## src/rtl/rc4_stream_xor_pkg.sv

```systemverilog
// Shared definitions for the rc4 keystream XOR host block.
package rc4_stream_xor_pkg;
  localparam int KEY_SIZE_DEF   = 8;
  localparam int FIFO_DEPTH_DEF = 4;

  typedef enum logic [1:0] {
    IDLE     = 2'd0,
    CORE_RST = 2'd1,
    FEED     = 2'd2,
    RUN      = 2'd3
  } state_t;
endpackage

```

## src/rtl/rc4_ks_fifo.sv

```systemverilog
// Keystream FIFO; a push into a full FIFO with no pop is dropped and flagged.
module rc4_ks_fifo #(
  parameter int FIFO_DEPTH = 4,
  parameter int AW         = 2
) (
  input  logic       clk,
  input  logic       rst,
  input  logic       flush,
  input  logic       push,
  input  logic [7:0] wdata,
  input  logic       pop,
  output logic [7:0] head,
  output logic       empty,
  output logic       drop
);
  logic [7:0]  mem [FIFO_DEPTH];
  logic [AW:0] wr_ptr, rd_ptr;
  logic        full, do_push, do_pop;

  assign empty   = (wr_ptr == rd_ptr);
  assign full    = (wr_ptr[AW] != rd_ptr[AW]) && (wr_ptr[AW-1:0] == rd_ptr[AW-1:0]);
  assign do_pop  = pop && !empty;
  // Full plus a simultaneous pop frees the slot being written, so no drop.
  assign drop    = push && full && !do_pop;
  assign do_push = push && !drop;
  assign head    = mem[rd_ptr[AW-1:0]];

  always_ff @(posedge clk or negedge rst) begin
    if (!rst) begin
      wr_ptr <= '0;
      rd_ptr <= '0;
    end else if (flush) begin
      wr_ptr <= '0;
      rd_ptr <= '0;
    end else begin
      if (do_push) wr_ptr <= wr_ptr + 1'b1;
      if (do_pop)  rd_ptr <= rd_ptr + 1'b1;
    end
  end

  always_ff @(posedge clk)
    if (do_push && !flush) mem[wr_ptr[AW-1:0]] <= wdata;
endmodule

```

## src/rtl/rc4_stream_xor.sv

```systemverilog
// Drives key load into an rc4 core, buffers its keystream and XORs it onto a data stream.
module rc4_stream_xor
  import rc4_stream_xor_pkg::*;
#(
  parameter int KEY_SIZE   = KEY_SIZE_DEF,
  parameter int FIFO_DEPTH = FIFO_DEPTH_DEF,
  parameter int AW         = 2
) (
  input  logic       clk,
  input  logic       rst,
  input  logic       rekey,
  input  logic       key_valid,
  input  logic [7:0] key_byte,
  output logic       key_ready,
  output logic       core_rst,
  output logic [7:0] password_input,
  input  logic       output_ready,
  input  logic [7:0] K,
  input  logic       din_valid,
  input  logic [7:0] din,
  output logic       din_ready,
  output logic       dout_valid,
  output logic [7:0] dout,
  input  logic       dout_ready,
  output logic       overflow
);
  localparam int            KW   = (KEY_SIZE > 1) ? $clog2(KEY_SIZE) : 1;
  localparam logic [KW-1:0] LAST = KW'(KEY_SIZE - 1);

  state_t                     state;
  logic [KW-1:0]              key_idx, key_nxt;
  logic [KEY_SIZE-1:0][7:0]   key;
  logic                       fifo_empty, fifo_drop, ks_push, accept;
  logic [7:0]                 ks_head;

  assign key_nxt   = key_idx + 1'b1;
  assign ks_push   = (state == RUN) && !overflow && output_ready;
  assign din_ready = (state == RUN) && !overflow && !fifo_empty && (!dout_valid || dout_ready);
  assign accept    = din_valid && din_ready;

  rc4_ks_fifo #(.FIFO_DEPTH(FIFO_DEPTH), .AW(AW)) u_fifo (
    .clk   (clk),
    .rst   (rst),
    .flush (rekey),
    .push  (ks_push),
    .wdata (K),
    .pop   (accept),
    .head  (ks_head),
    .empty (fifo_empty),
    .drop  (fifo_drop)
  );

  always_ff @(posedge clk)
    if (state == IDLE && key_valid && !rekey) key[key_idx] <= key_byte;

  always_ff @(posedge clk or negedge rst) begin
    if (!rst) begin
      state          <= IDLE;
      key_idx        <= '0;
      key_ready      <= 1'b1;
      core_rst       <= 1'b1;
      password_input <= '0;
      overflow       <= 1'b0;
      dout_valid     <= 1'b0;
      dout           <= '0;
    end else if (rekey) begin
      state          <= IDLE;
      key_idx        <= '0;
      key_ready      <= 1'b1;
      core_rst       <= 1'b1;
      password_input <= '0;
      overflow       <= 1'b0;
      dout_valid     <= 1'b0;
    end else begin
      case (state)
        IDLE: if (key_valid) begin
          if (key_idx == LAST) begin
            key_idx        <= '0;
            key_ready      <= 1'b0;
            password_input <= key[0];
            state          <= CORE_RST;
          end else begin
            key_idx <= key_nxt;
          end
        end
        CORE_RST: begin
          core_rst <= 1'b0;
          state    <= FEED;
        end
        // key_idx is the byte currently on password_input.
        FEED: if (key_idx == LAST) begin
          key_idx <= '0;
          state   <= RUN;
        end else begin
          password_input <= key[key_nxt];
          key_idx        <= key_nxt;
        end
        RUN: if (fifo_drop) overflow <= 1'b1;
        default: state <= IDLE;
      endcase

      if (accept) begin
        dout       <= din ^ ks_head;
        dout_valid <= 1'b1;
      end else if (dout_ready) begin
        dout_valid <= 1'b0;
      end
    end
  end
endmodule

```

## config.mk

```make
export PLATFORM = sky130hd
export DESIGN_NAME = rc4_stream_xor
export DESIGN_NICKNAME = d
export VERILOG_FILES = /design/src/rtl/rc4_stream_xor_pkg.sv /design/src/rtl/rc4_ks_fifo.sv /design/src/rtl/rc4_stream_xor.sv
export SDC_FILE = /design/constraint.sdc
export NUM_CORES = 1
export LEC_CHECK = 0
export BUFFER_PORTS_ARGS = -buffer_cell sky130_fd_sc_hd__buf_2
export CORE_ASPECT_RATIO = 2
export CORE_MARGIN = 4
export CORE_UTILIZATION = 63
export DETAILED_ROUTE_END_ITERATION = 8
export PLACE_DENSITY = 0.82
export SETUP_SLACK_MARGIN = 0.02
export SYNTH_ARGS = -nofsm -noshare
export SYNTH_HDL_FRONTEND = slang
export SYNTH_SLANG_ARGS = --single-unit
```

## constraint.sdc

```tcl
create_clock -name clk -period 6.25 [get_ports clk]
set_clock_uncertainty 0.15 [all_clocks]
set_input_delay 1.25 -clock clk [delete_from_list [all_inputs] [get_ports clk]]
set_output_delay 1.25 -clock clk [all_outputs]
set_load 0.02 [all_outputs]
```

==> flow_metrics.tcl, run 1 <==
set metrics [dict create \
    run_status "complete, no violations" \
    synth_area_leaders "edfxtp_1, dfrtp_1, mux4_2, ha_1, a22oi_1" \
    crit_slowest_cell "or2b_2" \
    critical-path-top-delay-family "simple AND/OR/NAND/NOR gates" \
    period_share_pct 53.84 \
    cts.sinks 127 \
    synth-seq-cells 127 \
    cts_hold_buf 0 \
    drtIter0Drc 204 \
    viasPerCell 6.017 \
    hold_viol_final 0 \
    ant_nets 0 \
    synth_edf_count 96 \
    p_leak_uw 0.002408 \
    cp-end-kind "output pin" \
    slew_violations 0 \
    clk_pin_slew_worst_paths_ns 0.05 \
    cp_num_cells 4 \
    cp_max_fo 4 \
    dp_slack_ns 2.889 \
    yosysUniqueCellTypes 44 \
    dpl_cell_area_um2 5675 \
    overflow 0 \
    crit_buf_inv 2 \
    yosysTopAreaCell "edfxtp_1" \
    hold_slack_ns 0.3493 \
    num_antenna_cells 0 \
    worst_r2r_path_depth 7 \
    fp.dieW_um 73.07 \
    drcViolationCount 0 \
    cp.arrival_ns 1.96 \
    synth_top_area_share_pct 54.05 \
    cts_setup_buffers 0 \
    hold_depth 2 \
    maxCapViolations 0 \
    cpMostUsedCell "buf_2" \
    grt_pass1_vias 3099 \
    gp_congestion 0.7939 \
    cts_root_buffer "clkbuf_16" \
    setup_violations 0 \
    fin_ws_ns 2.885 \
    die_y_um 138.1 \
    worstPathCellList "buf_2 > or2b_2 > nor3b_1 > buf_2" \
    antenna_found_initial 0 \
    layout-drive-gt1-share_pct 33.42 \
    tightestPinTransition_ns 1.032 \
    cts_made_buffers 17 \
    num_vias 2876 \
    syn_nets 347 \
    core_um2 8292 \
    ys_seq_area_share_pct 68.64 \
    yosys-top-cells-count "edfxtp_1, dfrtp_1, mux4_2" \
    nets 409 \
    hold_class "register to register" \
    period_needed_ns 3.365 \
    clk_path_buf_depth 2 \
    fin_area_um2 6255 \
    yosysWarnings 0 \
    rsz0062_at_grt "false" \
    p_total_uw 1971 \
    worstSetupStartpointType "input pin" \
    syn_avg_cell_area_um2 17.49 \
    max_freq_mhz 297.2 \
    start_util_pct 64.33 \
    cts_resized 0 \
    dpl.hpwl_um 6651 \
    synth-main-ff-cell "edfxtp_1" \
    io_buffers 51 \
    fp.dieArea_um2 10090 \
    avgRoutedWirePerCell_um 20.87 \
    htree_levels 4 \
    dr.pass1.iters 4 \
    synth_most_common_cell "edfxtp_1" \
    ioPinCount 52 \
    syn_to_final_growth_pct 17.26 \
    slowest_delay_ns 0.31 \
    postSynth.asyncResetShare_pct 24.41 \
    cts_tree "done" \
    grt_first_pass_wirelength_um 15770 \
    grt_max_degree 32 \
    track_usage_pct 21.91 \
    drt-total-wl_um 9976 \
    fillCellCount 464 \
    ir_worst_vdd_mv 0.2868 \
    critPathKind "input pin to output pin" \
    syn_inst 305 \
    fp-row-count 47 \
    required_ns 4.85 \
    clock_latency_ns 0.41 \
    fin_tns_setup_ns 0 \
    power.density_nw_per_um2 315.1 \
    slew_headroom_pct 30.99 \
    netlist_area_um2 5334 \
]
-- through the flow --
step,cells,utilization (%)
floorplan,305,-
global placement,446,68.45
detailed placement,446,68.45
CTS,478,75.43
global route,478,75.43
finish,478,75.43
-- registers in the layout, indices dropped and copies added (netlist names) --
signal / cells
overflow: 1
key_ready: 1
key: 64
dout: 8
core_rst: 1
u_fifo.mem: 32
u_fifo.rd_ptr: 3
state: 2
dout_valid: 1
u_fifo.wr_ptr: 3
key_idx: 3
password_input: 8
-- per-layer routing --
layer	wire (µm)	part of all wire (%)	up-vias	GRT usage [%]
met1	3411	34	1445	22.90
met5	0	0	-	0
li1	-	-	1321	-
met3	495	5.0	23	7.122
met2	5780	58	87	37.93
met4	288	2.9	0	10.89
-- worst register-to-register path: stages, from the launching register on --
cell	delay [ns]
dfrtp_1	0.34
buf_4	0.34
ha_1	0.22
ha_1	0.29
a21bo_2	0.21
nor4b_2	0.83
a22oi_1	0.15
nand2_1	0.14
-- area by class of cell --
| type | instances | area (µm²) | area share, % |
|---|---|---|---|
| Multi-Input combinational cell | 161 | 1592 | 25.45 |
| Sequential cell | 127 | 3661 | 58.53 |
| Clock inverter | 13 | 146.4 | 2.340 |
| Tap cell | 98 | 122.6 | 1.960 |
| Timing Repair Buffer | 54 | 277.8 | 4.441 |
| Inverter | 6 | 22.52 | 0.3601 |
| Clock buffer | 19 | 432.9 | 6.921 |
-- power breakdown --
group | leakage (µW) | total [µW] | internal [µW] | switching, µW
combinational | 0.000840 | 87.3 | 38.6 | 48.7
sequential | 0.00129 | 923 | 919 | 4.22
clock | 0.000281 | 960 | 619 | 341
total | 0.00241 | 1970 | 1580 | 394
-- cells in the final DEF, fill, tap and decap left out, types with 3 or more instances in the layout --
master      n
dfrtp_1    29
clkinv_2    5
buf_4       3
mux2i_1     5
clkbuf_16  17
ha_1       11
bufinv_16   3
nor2_1     17
inv_1       6
a22oi_1    16
a21oi_1     5
xor2_1      9
mux4_2     24
nand2_1    14
mux2_4      8
nand2b_1    8
and2_1      4
edfxtp_1   96
a211oi_1    3
nor3_1      4
buf_2      51
-- kinds of logic after synthesis --
logic type	count (synthesis)	share of synthesized area [%]
and+or+nand+nor	68	7.131
buffers and inverters	17	1.525
adders and majority gates	11	2.580
DFF	127	68.64
muxes	39	13.75
xor gates and xnor gates	11	2.088
AOI/OAI and AO/OA	32	4.293
-- final timing paths --
path / from / end / slack (ns)
max in group asynchronous: rst / key_idx[1]$_DFFE_PN0P_ / 4.69
max reg2reg: key_idx[0]$_DFFE_PN0P_ / password_input[6]$_DFFE_PN0P_ / 3.51
min in group asynchronous: rst / dout[6]$_DFFE_PN0P_ / 0.76
min reg2reg: key[4]$_DFFE_PP_ / password_input[4]$_DFFE_PN0P_ / 0.35
max: dout_ready / din_ready / 2.89
min: key[4]$_DFFE_PP_ / password_input[4]$_DFFE_PN0P_ / 0.35
Power figures use the tool's default switching activity.
==> inputs of run 2 (changes only) <==
CORE_UTILIZATION = 59   (was 63)
PLACE_DENSITY = 0.78   (was 0.82)
clock period = 3.1 ns   (was 6.25 ns; I/O delays follow)
==> flow_metrics.tcl, run 2 (same netlist as run 1, synthesis figures left out) <==
set metrics [dict create \
    dpl_cell_area_um2 5746 \
    setup_violations 0 \
    cp_max_fo 6 \
    tightestPinTransition_ns 0.9051 \
    period_needed_ns 2.555 \
    track_usage_pct 21.74 \
    antenna_found_initial 0 \
    ff_latch_area_um2 3661 \
    r2r_start "state[0]$_DFFE_PN0P_" \
    fillCellCount 523 \
    fp-row-count 48 \
    cp.arrival_ns 1.78 \
    largest_register_ffs 64 \
    cts_tree "done" \
    hold_viol_final 0 \
    period_share_pct 82.40 \
    nets 418 \
    clock_latency_ns 0.41 \
    p_leak_uw 0.002467 \
    layout-drive-gt1-share_pct 35.48 \
    start_util_pct 61.25 \
    reg2reg_to "dout[0]$_DFFE_PN0P_" \
    rsz0062_at_grt "false" \
    ioPinCount 52 \
    final_util_pct 73.12 \
    cts_made_buffers 17 \
    power.density_nw_per_um2 638.8 \
    required_ns 2.33 \
    run_status "complete, no violations" \
    fp.dieArea_um2 10720 \
    p_total_uw 4067 \
    multiInputGateArea_um2 1592 \
    clk_path_buf_depth 2 \
    fin_area_um2 6367 \
    critPathKind "register to output pin" \
    slew_violations 0 \
    num_antenna_cells 0 \
    grt_max_degree 32 \
    cp-end-kind "output pin" \
    cts_setup_buffers 0 \
    maxCapViolations 0 \
    ff2ff_setup_slack_ns 0.64 \
    fp.dieW_um 75.23 \
    worst_r2r_path_depth 4 \
    grt_first_pass_wirelength_um 16500 \
    regMostFlops "key" \
    cts.sinks 127 \
    grt_pass1_vias 3198 \
    dr.pass1.iters 4 \
    avgRoutedWirePerCell_um 21.08 \
    dp.cells 457 \
    final_common_cell "edfxtp_1" \
    drt-total-wl_um 10310 \
    fin_cells 489 \
    overflow 0 \
    drcViolationCount 0 \
    viasPerCell 5.910 \
    slew_headroom_pct 39.50 \
    htree_levels 4 \
    worstSetupStartpointType "register" \
    ant_nets 0 \
    syn_to_final_growth_pct 19.38 \
    max_freq_mhz 391.5 \
    dpl.hpwl_um 7204 \
    core_um2 8708 \
    cts_root_buffer "clkbuf_16" \
    num_vias 2890 \
    fin_tns_setup_ns 0 \
    clk_pin_slew_worst_paths_ns 0.06 \
    cts_resized 0 \
    die_y_um 142.5 \
    final_cell_mix "edfxtp_1, buf_2, dfrtp_1" \
    drtIter0Drc 146 \
    hold_class "input pin to asynchronous set/reset pin" \
    io_buffers 51 \
    cts_hold_buf 0 \
    ir_worst_vdd_mv 0.6717 \
    gp_congestion 0.7718 \
]
==> run 2: cell count changes in the layout (fill, tap and decap cells not counted) <==
| cell | change |
|---|---|
| buf_4 | +9 |
| clkinv_1 | -2 |
| clkbuf_8 | +4 |
| clkinvlp_4 | +2 |
| clkinv_2 | -4 |
==> run 2: power by group <==
group / switching, µW / total [µW] / internal [µW]
sequential: 9.22 / 1860 / 1850
combinational: 99.2 / 179 / 79.4
clock: 677 / 2030 / 1350
==> run 2: metal layers <==
layer	global-route usage, %	routed length (µm)	part of all wire [%]	vias up
met5	0	0	0	-
met2	41.67	6294	61	70
met3	4.950	346	3.4	17
met1	21.24	3461	34	1470
li1	-	-	-	1333
met4	8.571	206	2.0	0
==> run 2: worst max-delay path by stage <==
stage,start,to,slack [ns]
6_report,state[0]$_DFFE_PN0P_,din_ready,0.55
5_1_grt,state[0]$_DFFE_PN0P_,din_ready,0.41
4_1_cts,state[0]$_DFFE_PN0P_,din_ready,0.53
3_5_place_dp,dout_ready,u_fifo.mem[3][6]$_DFFE_PP_,0.51
3_3_place_gp,dout_ready,u_fifo.mem[1][5]$_DFFE_PP_,0.56
2_1_floorplan,state[0]$_DFFE_PN0P_,key[0]$_DFFE_PP_,0.75
==> run 2: area by class of cell <==
cell class                 instances  area share (%)
timing repair buffer              63           5.423
clock inverter                     9           2.103
sequential                       127           57.50
clock buffer                      23           7.664
multi-input combinational        161           25.00
inverter                           6          0.3537
tap                              100           1.965
==> run 2: metrics by stage <==
stage	hold WS, ns	setup WS [ns]
after floorplan	0.1744	0.7521
after global placement	0.3204	0.5601
after detailed placement	0.3404	0.5116
after CTS	0.1397	0.5302
after global routing	0.1715	0.4131
final	0.1298	0.5455
==> run 2: worst max-delay path: stages, from the launching register on <==
cell	delay, ns
dfrtp_1	0.46
ha_1	0.24
or2b_1	0.29
nor3b_1	0.19
buf_2	0.19
==> inputs of run 3 (changes only) <==
CORE_UTILIZATION = 53   (was 59)
PLACE_DENSITY = 0.73   (was 0.78)
clock period = 2.25 ns   (was 3.1 ns; I/O delays follow)
==> flow_metrics.tcl, run 3 (same netlist as run 1, synthesis figures left out) <==
set metrics [dict create \
    p_leak_uw 0.002535 \
    viasPerCell 5.512 \
    crit_buf_inv 3 \
    run_status "complete, no violations" \
    layout-drive-gt1-share_pct 39.51 \
    cts_made_buffers 17 \
    cp_max_fo 6 \
    num_vias 2960 \
    cts_root_buffer "clkbuf_16" \
    clk_pin_slew_worst_paths_ns 0.06 \
    tightestPinTransition_ns 0.7193 \
    rsz0062_at_grt "true" \
    critPathKind "register to register" \
    final_common_cell "edfxtp_1" \
    die_y_um 149.9 \
    largest_register_ffs 64 \
    period_needed_ns 2.199 \
    critical-path-top-delay-family "simple AND/OR/NAND/NOR gates" \
    max_freq_mhz 454.9 \
    dpl.hpwl_um 7309 \
    drt-total-wl_um 10020 \
    avgRoutedWirePerCell_um 18.66 \
    worstPathCellList "buf_4 > inv_1 > ha_2 > nand2_1 > or3_1 > nor3_2 > buf_4" \
    num_antenna_cells 0 \
    crit_slowest_cell "dfrtp_1" \
    drtIter0Drc 166 \
    nets 435 \
    fp.dieArea_um2 11830 \
    dpl_cell_area_um2 5888 \
    grt_max_degree 32 \
    fillCellCount 685 \
    fp.dieW_um 78.94 \
    antenna_found_initial 0 \
    cts_tree "done" \
    ir_worst_vdd_mv 0.6773 \
    multiInputGateArea_um2 1652 \
    grt_first_pass_wirelength_um 16180 \
    ioPinCount 52 \
    slowest_delay_ns 0.41 \
    cts.sinks 127 \
    worstSetupStartpointType "register" \
    required_ns 2.21 \
    cp.arrival_ns 2.16 \
    final_cell_mix "edfxtp_1, buf_2, dfrtp_1, buf_4, mux4_2" \
    cpMostUsedCell "buf_4" \
    clk_path_buf_depth 2 \
    fp-row-count 51 \
    p_total_uw 5306 \
    start_util_pct 54.63 \
    dr.pass1.iters 4 \
    gp_congestion 0.7906 \
    drcViolationCount 0 \
    slew_violations 0 \
    core_um2 9763 \
    clock_latency_ns 0.41 \
    maxCapViolations 0 \
    syn_to_final_growth_pct 22.43 \
    setup_violations 0 \
    power.density_nw_per_um2 812.6 \
    htree_levels 4 \
    regMostFlops "key" \
    slew_headroom_pct 52.05 \
    io_buffers 51 \
    hold_viol_final 0 \
    cp-end-kind "register" \
    grt_pass1_vias 3263 \
    ff_latch_area_um2 3662 \
    hold_slack_ns 0.1097 \
    fin_area_um2 6530 \
    period_share_pct 97.71 \
    ant_nets 0 \
    track_usage_pct 18.98 \
    hold_class "input pin to register" \
    overflow 0 \
]
-- run 3: final timing paths --
kind | end | cells after the start | from | slack [ns]
max | key[4]$_DFFE_PP_ | 7 | state[0]$_DFFE_PN0P_ | 0.05
min | u_fifo.mem[0][5]$_DFFE_PP_ | 1 | K[5] | 0.11
max reg2reg | key[4]$_DFFE_PP_ | 7 | state[0]$_DFFE_PN0P_ | 0.05
min reg2reg | password_input[7]$_DFFE_PN0P_ | 2 | key[7]$_DFFE_PP_ | 0.35
max in group asynchronous | u_fifo.wr_ptr[1]$_DFFE_PN0P_ | 2 | rst | 0.95
min in group asynchronous | dout[6]$_DFFE_PN0P_ | 2 | rst | 0.49
-- run 3: routing by layer --
layer	GRT usage [%]	wire, µm	part of all wire [%]	vias to the layer above
met4	9.294	249	2.5	0
met3	5.904	389	3.9	24
met1	17.54	3191	32	1503
met5	0	0	0	-
li1	-	-	-	1358
met2	36.24	6191	62	75
-- run 3: layout make-up --
| cell class | count | area share [%] |
|---|---|---|
| sequential | 127 | 56.08 |
| clock inverter | 7 | 0.9964 |
| inverter | 6 | 0.3449 |
| multi-input combinational | 161 | 25.29 |
| tap | 132 | 2.529 |
| clock buffer | 24 | 7.377 |
| timing repair buffer | 80 | 7.377 |
-- run 3: timing repair --
item	in CTS	in global routing
setup buffers	2	1
hold buffers	1	0
gates resized for setup	4	9
pin swaps	0	2
setup endpoints to repair	4	30
hold endpoints to repair	29	0
-- run 3: per-stage QoR --
step | worst slack [ns] | instances | TNS (ns) | utilization, %
after floorplan | 0.06669 | 305 | 0 | -
after global placement | 0.05701 | 502 | 0 | 60.31
after detailed placement | 0.002882 | 502 | 0 | 60.31
after CTS | 0.02709 | 536 | 0 | 66.35
after global routing | -0.005394 | 537 | -0.01634 | 66.88
final | 0.05149 | 537 | 0 | 66.88
-- run 3: where the power goes --
part / switching (µW) / internal, µW
combinational: 141 / 118
sequential: 10.5 / 2550
clock: 893 / 1590
